File: src/rtl/program_loader.sv
// Byte-stream program loader: assembles big-endian 32-bit words and writes them into CPU instruction
// memory while holding the CPU in reset. Define LOADER_CHECKSUM_EN to verify a trailing checksum word.
module program_loader #(
  parameter logic [31:0] BASE_ADDR = 32'h0000_0000,
  parameter logic [31:0] ADDR_STEP = 32'd4
) (
  input  logic        clk,
  input  logic        rst,
  input  logic        start,
  input  logic [7:0]  word_count,
  input  logic        byte_valid,
  input  logic [7:0]  byte_data,
  output logic        byte_ready,
  output logic        initialize,
  output logic [31:0] instruction_initialize_address,
  output logic [31:0] instruction_initialize_data,
  output logic        cpu_rst,
  output logic        busy,
  output logic        done,
  output logic        checksum_err
);

`ifdef LOADER_CHECKSUM_EN
  typedef enum logic [2:0] {S_IDLE, S_COLLECT, S_WRITE, S_CHECK, S_DONE} state_t;
  logic [31:0] sum;
`else
  typedef enum logic [2:0] {S_IDLE, S_COLLECT, S_WRITE, S_DONE} state_t;
  assign checksum_err = 1'b0;
`endif

  state_t      state;
  logic [23:0] shreg;
  logic [1:0]  byte_cnt;
  logic [7:0]  word_idx;
  logic [7:0]  word_total;
  logic        byte_xfer;

  assign byte_xfer = byte_valid && byte_ready;

  always_ff @(posedge clk) begin
    if (rst) begin
      state                          <= S_IDLE;
      byte_ready                     <= 1'b0;
      initialize                     <= 1'b0;
      cpu_rst                        <= 1'b1;
      busy                           <= 1'b0;
      done                           <= 1'b0;
      instruction_initialize_address <= BASE_ADDR;
      instruction_initialize_data    <= 32'd0;
      shreg                          <= 24'd0;
      byte_cnt                       <= 2'd0;
      word_idx                       <= 8'd0;
      word_total                     <= 8'd0;
`ifdef LOADER_CHECKSUM_EN
      sum                            <= 32'd0;
      checksum_err                   <= 1'b0;
`endif
    end else begin
      initialize <= 1'b0;
      done       <= 1'b0;
      case (state)
        S_IDLE: begin
          if (start) begin
            cpu_rst                        <= 1'b1;
            busy                           <= 1'b1;
            instruction_initialize_address <= BASE_ADDR;
            byte_cnt                       <= 2'd0;
            word_idx                       <= 8'd0;
            word_total                     <= word_count;
`ifdef LOADER_CHECKSUM_EN
            sum                            <= 32'd0;
            checksum_err                   <= 1'b0;
`endif
            if (word_count == 8'd0) begin
              state <= S_DONE;
              done  <= 1'b1;
            end else begin
              state      <= S_COLLECT;
              byte_ready <= 1'b1;
            end
          end
        end

        S_COLLECT: begin
          if (byte_xfer) begin
            shreg    <= {shreg[15:0], byte_data};
            byte_cnt <= byte_cnt + 2'd1;
            if (byte_cnt == 2'd3) begin
              state                       <= S_WRITE;
              byte_ready                  <= 1'b0;
              initialize                  <= 1'b1;
              instruction_initialize_data <= {shreg, byte_data};
            end
          end
        end

        // Address advances as the strobe drops, so it always names the word being written.
        S_WRITE: begin
          instruction_initialize_address <= instruction_initialize_address + ADDR_STEP;
          word_idx                       <= word_idx + 8'd1;
`ifdef LOADER_CHECKSUM_EN
          sum                            <= sum + instruction_initialize_data;
`endif
          if (word_idx == word_total - 8'd1) begin
`ifdef LOADER_CHECKSUM_EN
            state      <= S_CHECK;
            byte_ready <= 1'b1;
`else
            state      <= S_DONE;
            done       <= 1'b1;
`endif
          end else begin
            state      <= S_COLLECT;
            byte_ready <= 1'b1;
          end
        end

`ifdef LOADER_CHECKSUM_EN
        S_CHECK: begin
          if (byte_xfer) begin
            shreg    <= {shreg[15:0], byte_data};
            byte_cnt <= byte_cnt + 2'd1;
            if (byte_cnt == 2'd3) begin
              checksum_err <= ({shreg, byte_data} != sum);
              state        <= S_DONE;
              byte_ready   <= 1'b0;
              done         <= 1'b1;
            end
          end
        end
`endif

        // A failed checksum keeps the CPU parked in reset.
        S_DONE: begin
          state   <= S_IDLE;
          busy    <= 1'b0;
          cpu_rst <= checksum_err;
        end

        default: begin
          state      <= S_IDLE;
          busy       <= 1'b0;
          byte_ready <= 1'b0;
        end
      endcase
    end
  end

endmodule
File: config.mk
export PLATFORM = sky130hd
export DESIGN_NAME = program_loader
export DESIGN_NICKNAME = d
export VERILOG_FILES = /design/src/rtl/program_loader.sv
export SDC_FILE = /design/constraint.sdc
export NUM_CORES = 1
export LEC_CHECK = 0
export ABC_CLOCK_PERIOD_IN_PS = 5050
export BUFFER_PORTS_ARGS = -buffer_cell sky130_fd_sc_hd__buf_2
export CAP_MARGIN = 20
export CORE_MARGIN = 1.5
export CORE_UTILIZATION = 51
export CTS_CLUSTER_DIAMETER = 30
export DETAILED_ROUTE_END_ITERATION = 7
export HOLD_SLACK_MARGIN = 0.03
export PLACE_DENSITY = 0.74
export SYNTH_ARGS = -nofsm -noshare
export SYNTH_HDL_FRONTEND = slang
export SYNTH_SLANG_ARGS = --single-unit
File: constraint.sdc
create_clock -name clk -period 5.05 [get_ports clk]
set_input_delay 1.01 -clock clk [delete_from_list [all_inputs] [get_ports clk]]
set_output_delay 1.01 -clock clk [all_outputs]
set_load 0.01 [all_outputs]
* Yosys cells after proc, flatten, opt, wreduce, memory -nomap -nowiden
Cells that the tools add are included.
Word-level totals: output and inout port bits 70, register bits 114, logic and storage cells 74, bits of input ports 20
Operators by class: add/subtract/negate cells 4, mux-type cells 27, eq/ne operators 10, bitwise operators 4, reduce and logical (&&, ||, !) cells 17
Operators by type and width (number):
- $pmux 32 s2 | 1
- $add 32x3->32 const B | 1
- $mux 32 | 1
- $pmux 8 s2 | 1
- $mux 1 | 10
- $ne 2x2->1 const B | 5
- $reduce_and 2->1 | 5
- $mux 3 | 3
- $pmux 3 s3 | 1
- $reduce_and 3->1 | 3
- $add 8x1->8 const B | 1
- $eq 8x8->1 | 1
- $logic_not 8->1 | 1
- $mux 2 | 4
- $mux 8 | 1
- $sub 8x1->8 const B | 1
- $eq 3x2->1 const B | 2
- $pmux 1 s2 | 3
- $reduce_and 6->1 | 1
- $reduce_bool 2->1 | 3
- $not 1->1 | 4
- $pmux 1 s4 | 1
- $pmux 2 s2 | 1
- $eq 3x1->1 const B | 1
- 6 further kinds | 6

* Longest topological paths before layout
depth in word-level cells 4, depth in mapped cells 9, mapped depth without buffers 7

* Least setup slack after synthesis
Ideal clock, no wire load.
path type input to register, from input port start, to register instruction_initialize_address[15], arrival 2.230 ns, library setup time 0.128 ns, data required time 4.922 ns, path buffers 2, setup slack 2.692 ns, cell stages on the path 7, path through buf_2 > mux2_2 > nand4_1 > clkbuf_1 > nor3_1 > xnor2_1 > nor2_1
On the way: cells in the longest elaborated chain, start to end 2
RTL lines:
- start: declaration | RTL line 9 | input logic start,
- $ne 2x2->1 (no source line)
- $reduce_and 2->1 (no source line)
- end signal: assignment | RTL line 99 | instruction_initialize_address <= instruction_initialize_address + ADDR_STEP;
- end: declaration | RTL line 15 | output logic [31:0] instruction_initialize_address,
Every way passes these cells. A chain may end at the register's enable or synchronous reset.

* Final worst setup path
from register state[0], to register instruction_initialize_address[31]
On the way: cells in the longest elaborated chain, start to end 3, elaborated cells between the ends (all ways) 6, those cells by class 2 x eq/ne; 1 x mux; 3 x reduce/logical
RTL lines:
- start: declaration | RTL line 31 | state_t state;
- start signal: assignment | RTL line 42 | state <= S_IDLE;
- start signal: assignment | RTL line 75 | state <= S_DONE;
- start signal: assignment | RTL line 78 | state <= S_COLLECT;
- $eq 3x2->1 / $logic_not 3->1 (equally long branches) | RTL line 61 | case (state)
- $reduce_bool 2->1 (no source line) / $ne 2x2->1 (equally long branches)
- $reduce_and 2->1 (no source line)
Parallel ways exist; a longest one is shown, timed or not.

==> impl_metrics.ini <==
[clock_network]
cts.path.max_buffers = 2
h-tree-depth = 3
clock_sinks = 111
root_buffer = clkbuf_8
clk_pin_slew_ns = 0.11
worstSkewPairLatency_ns = 0.37
cts.repair.resized = 0
ctsHoldBuffers = 0
cts_tree = done
cts_setup_buffers = 0
cts_buffers = 9

[sta]
fin_crit_ns = 2.778
clock.fmax_mhz = 359.9
hold-worst-slack_ns = 0.4519
tns_ns = 0
setup_viol = 0
max_slew.worst_pin.slew_ns = 0.9431
final_hold_viol_count = 0
grt_setup_unrepaired = no
finClkSkew_ns = 0.01370
slew_violations = 0
finalCritPeriodShare_pct = 55.02
fin_ws_ns = 2.272
max_slew_margin_pct = 36.95

[placement]
gp_congestion = 0.8499
pre_cts_ws_ns = 1.669
detailed_place_hpwl_um = 6993
placed_cells = 751
numPortBuffers = 86

[synth]
avgSynthCellArea_um2 = 7.986
synthMuxAreaShare_pct = 0.6638
synth_cell_types = 47
async_flop_share_pct = 0
yosysWarnings = 0
ys_seq_elements = 111
ys_seq_area_share_pct = 47.16
yosys.area_share.simple_pct = 24.61
synth_ff_type = dfxtp_1
synthAdderAreaFrac_pct = 2.390
synth_xor_area_share_pct = 7.249
synth_compound_area_share_pct = 13.04
synth_top_family_by_area = simple AND/OR/NAND/NOR gates
syn-cell-area_um2 = 4712
netlist_instances = 590
synth_edf_count = 0

[worst_setup_path]
r2r_end = instruction_initialize_address[31]
critPathRequiredTime_ns = 5.31
critPathLaunch = state[0]
crit_fanout = 16
path_cells = inv_1 -> ha_1 -> mux2_2 -> nand4_1 -> nor3_1 -> a211oi_1 -> a31o_1
ff2ff_path_depth = 7
reg2reg_slack_ns = 2.27
slowest_stage = nand4_1
slowest_delay_ns = 0.59
crit_path_end_kind = flop
cp.arrival_ns = 3.04
rr_startpoint = state[0]
critPathKind = flop to flop
crit_path_start_kind = flop

[drt]
wire_per_inst_um = 13.49
ant_nets = 0
viasPerCell = 5.370
drtIter0Drc = 200
wl_um = 10390
first_pass_iters = 4
drc = 0
num_vias = 4135

[die]
boundaryPins = 90
start_util_pct = 53.25
num_rows = 34
die_h_um = 99.12
fp.dieW_um = 99.12
core_area_um2 = 8848
die-area_um2 = 9825

[layout]
mostFrequentLayoutCell = nand2_1
layout_common_cells = nand2_1 (146), dfxtp_1 (111), buf_2 (86)
drive_gt1_share_pct = 16.92
finalNonFillerCells = 770
layout.nets = 686
antenna_cells = 0
area_growth_syn_to_layout_pct = 14.55

[flow_run]
maxCapViolations = 0

[global_routing]
grt_pass1_vias = 3786
grtUsageTotal_pct = 21.61
grt_pass1_wl_um = 17500
grt_max_degree = 59
grt_antenna_before_repair = 0
overflow = 0

[power]
ir_drop_uv = 202.5
power_mw = 1.665
cellLeakagePower_nw = 2.055
power.density_nw_per_um2 = 308.4

[worst_hold_path]
hp-class = flop to flop
min_to = instruction_initialize_data[30]
hp-start = shreg[22]
holdPathStages = 2

[run_status]
outcome = completed
[synth_stat cells (2+ instances only)]
master / number / area share [%]
o21ai_0: 6 / 0.64
mux2i_1: 2 / 0.42
ha_1: 9 / 2.4
xor2_1: 13 / 2.4
nor3_1: 22 / 2.3
buf_4: 3 / 0.48
and4_1: 6 / 1.1
or4_1: 3 / 0.48
nand3_1: 12 / 1.3
a31oi_1: 2 / 0.27
a211oi_1: 3 / 0.48
a221oi_1: 3 / 0.56
nand2_1: 146 / 12
inv_1: 17 / 1.4
buf_2: 4 / 0.42
nor2_1: 48 / 3.8
clkbuf_1: 24 / 1.9
nor2b_1: 2 / 0.27
dfxtp_1: 111 / 47
nor4_1: 4 / 0.53
a21oi_1: 79 / 8.4
and3_1: 4 / 0.53
xnor2_1: 26 / 4.8
nand4_1: 7 / 0.93
a2bb2oi_1: 2 / 0.37
or3_1: 5 / 0.66
buf_1: 5 / 0.40
and2_1: 3 / 0.40
[critical path, delay by kind of cell, from the launching register on]
| kind | cells | cell delay [ns] |
|---|---|---|
| AO/OA/AOI/OAI | 2 | 0.33 |
| buffers and inverters | 1 | 0.09 |
| AND/OR/NAND/NOR | 2 | 1.02 |
| adder cells (fa/ha/maj) | 1 | 0.39 |
| flip-flops | 1 | 0.45 |
| multiplexers | 1 | 0.40 |
[report_power, final]
group / internal (mW) / switching [mW]
clock network: 0.197 / 0.332
logic: 0.0776 / 0.137
registers: 0.896 / 0.0247
total: 1.17 / 0.494
[layer usage]
layer | track usage (%) | share of wire [%]
met1 | 29.93 | 48
met2 | 34.75 | 46
met3 | 3.373 | 4.2
met4 | 7.259 | 1.0
met5 | 0 | 0
[worst max-delay path by stage]
stage / end / slack [ns]
finish: instruction_initialize_address[31] / 2.27
floorplan: instruction_initialize_address[15] / 2.69
global route: instruction_initialize_address[31] / 2.08
detailed placement: instruction_initialize_data[22] / 1.67
global placement: instruction_initialize_data[18] / 1.76
CTS: instruction_initialize_data[22] / 2.00
[area by class of cell]
cell class / count / area, µm²
clock buffer: 9 / 123.9
timing repair buffer: 91 / 503.0
tap: 108 / 135.1
multi-input combinational: 427 / 2277
inverter: 17 / 63.81
fill: 799 / 3451
sequential: 111 / 2222
clock inverter: 7 / 72.57
[sequential cells by signal, indices dropped and copies added, names as in the netlist, 2 cells and up]
signal	cells
word_total	8
word_idx	8
state	2
byte_cnt	2
shreg	24
instruction_initialize_data	32
instruction_initialize_address	30
[stage by stage]
step	util (%)	area (µm²)
6_report	61.00	5398
4_1_cts	60.35	5340
3_5_place_dp	58.13	5144
3_3_place_gp	58.13	5144
5_1_grt	61.00	5398
2_1_floorplan	-	4720
[logic make-up after synthesis]
group | count (synthesis)
AO/OA/AOI/OAI | 107
XOR/XNOR | 39
adder cells (fa/ha/maj) | 9
buffers and inverters | 54
flip-flops | 111
multiplexers | 3
other | 1
AND/OR/NAND/NOR | 266
Note: power is estimated with default switching activity, not from simulation.
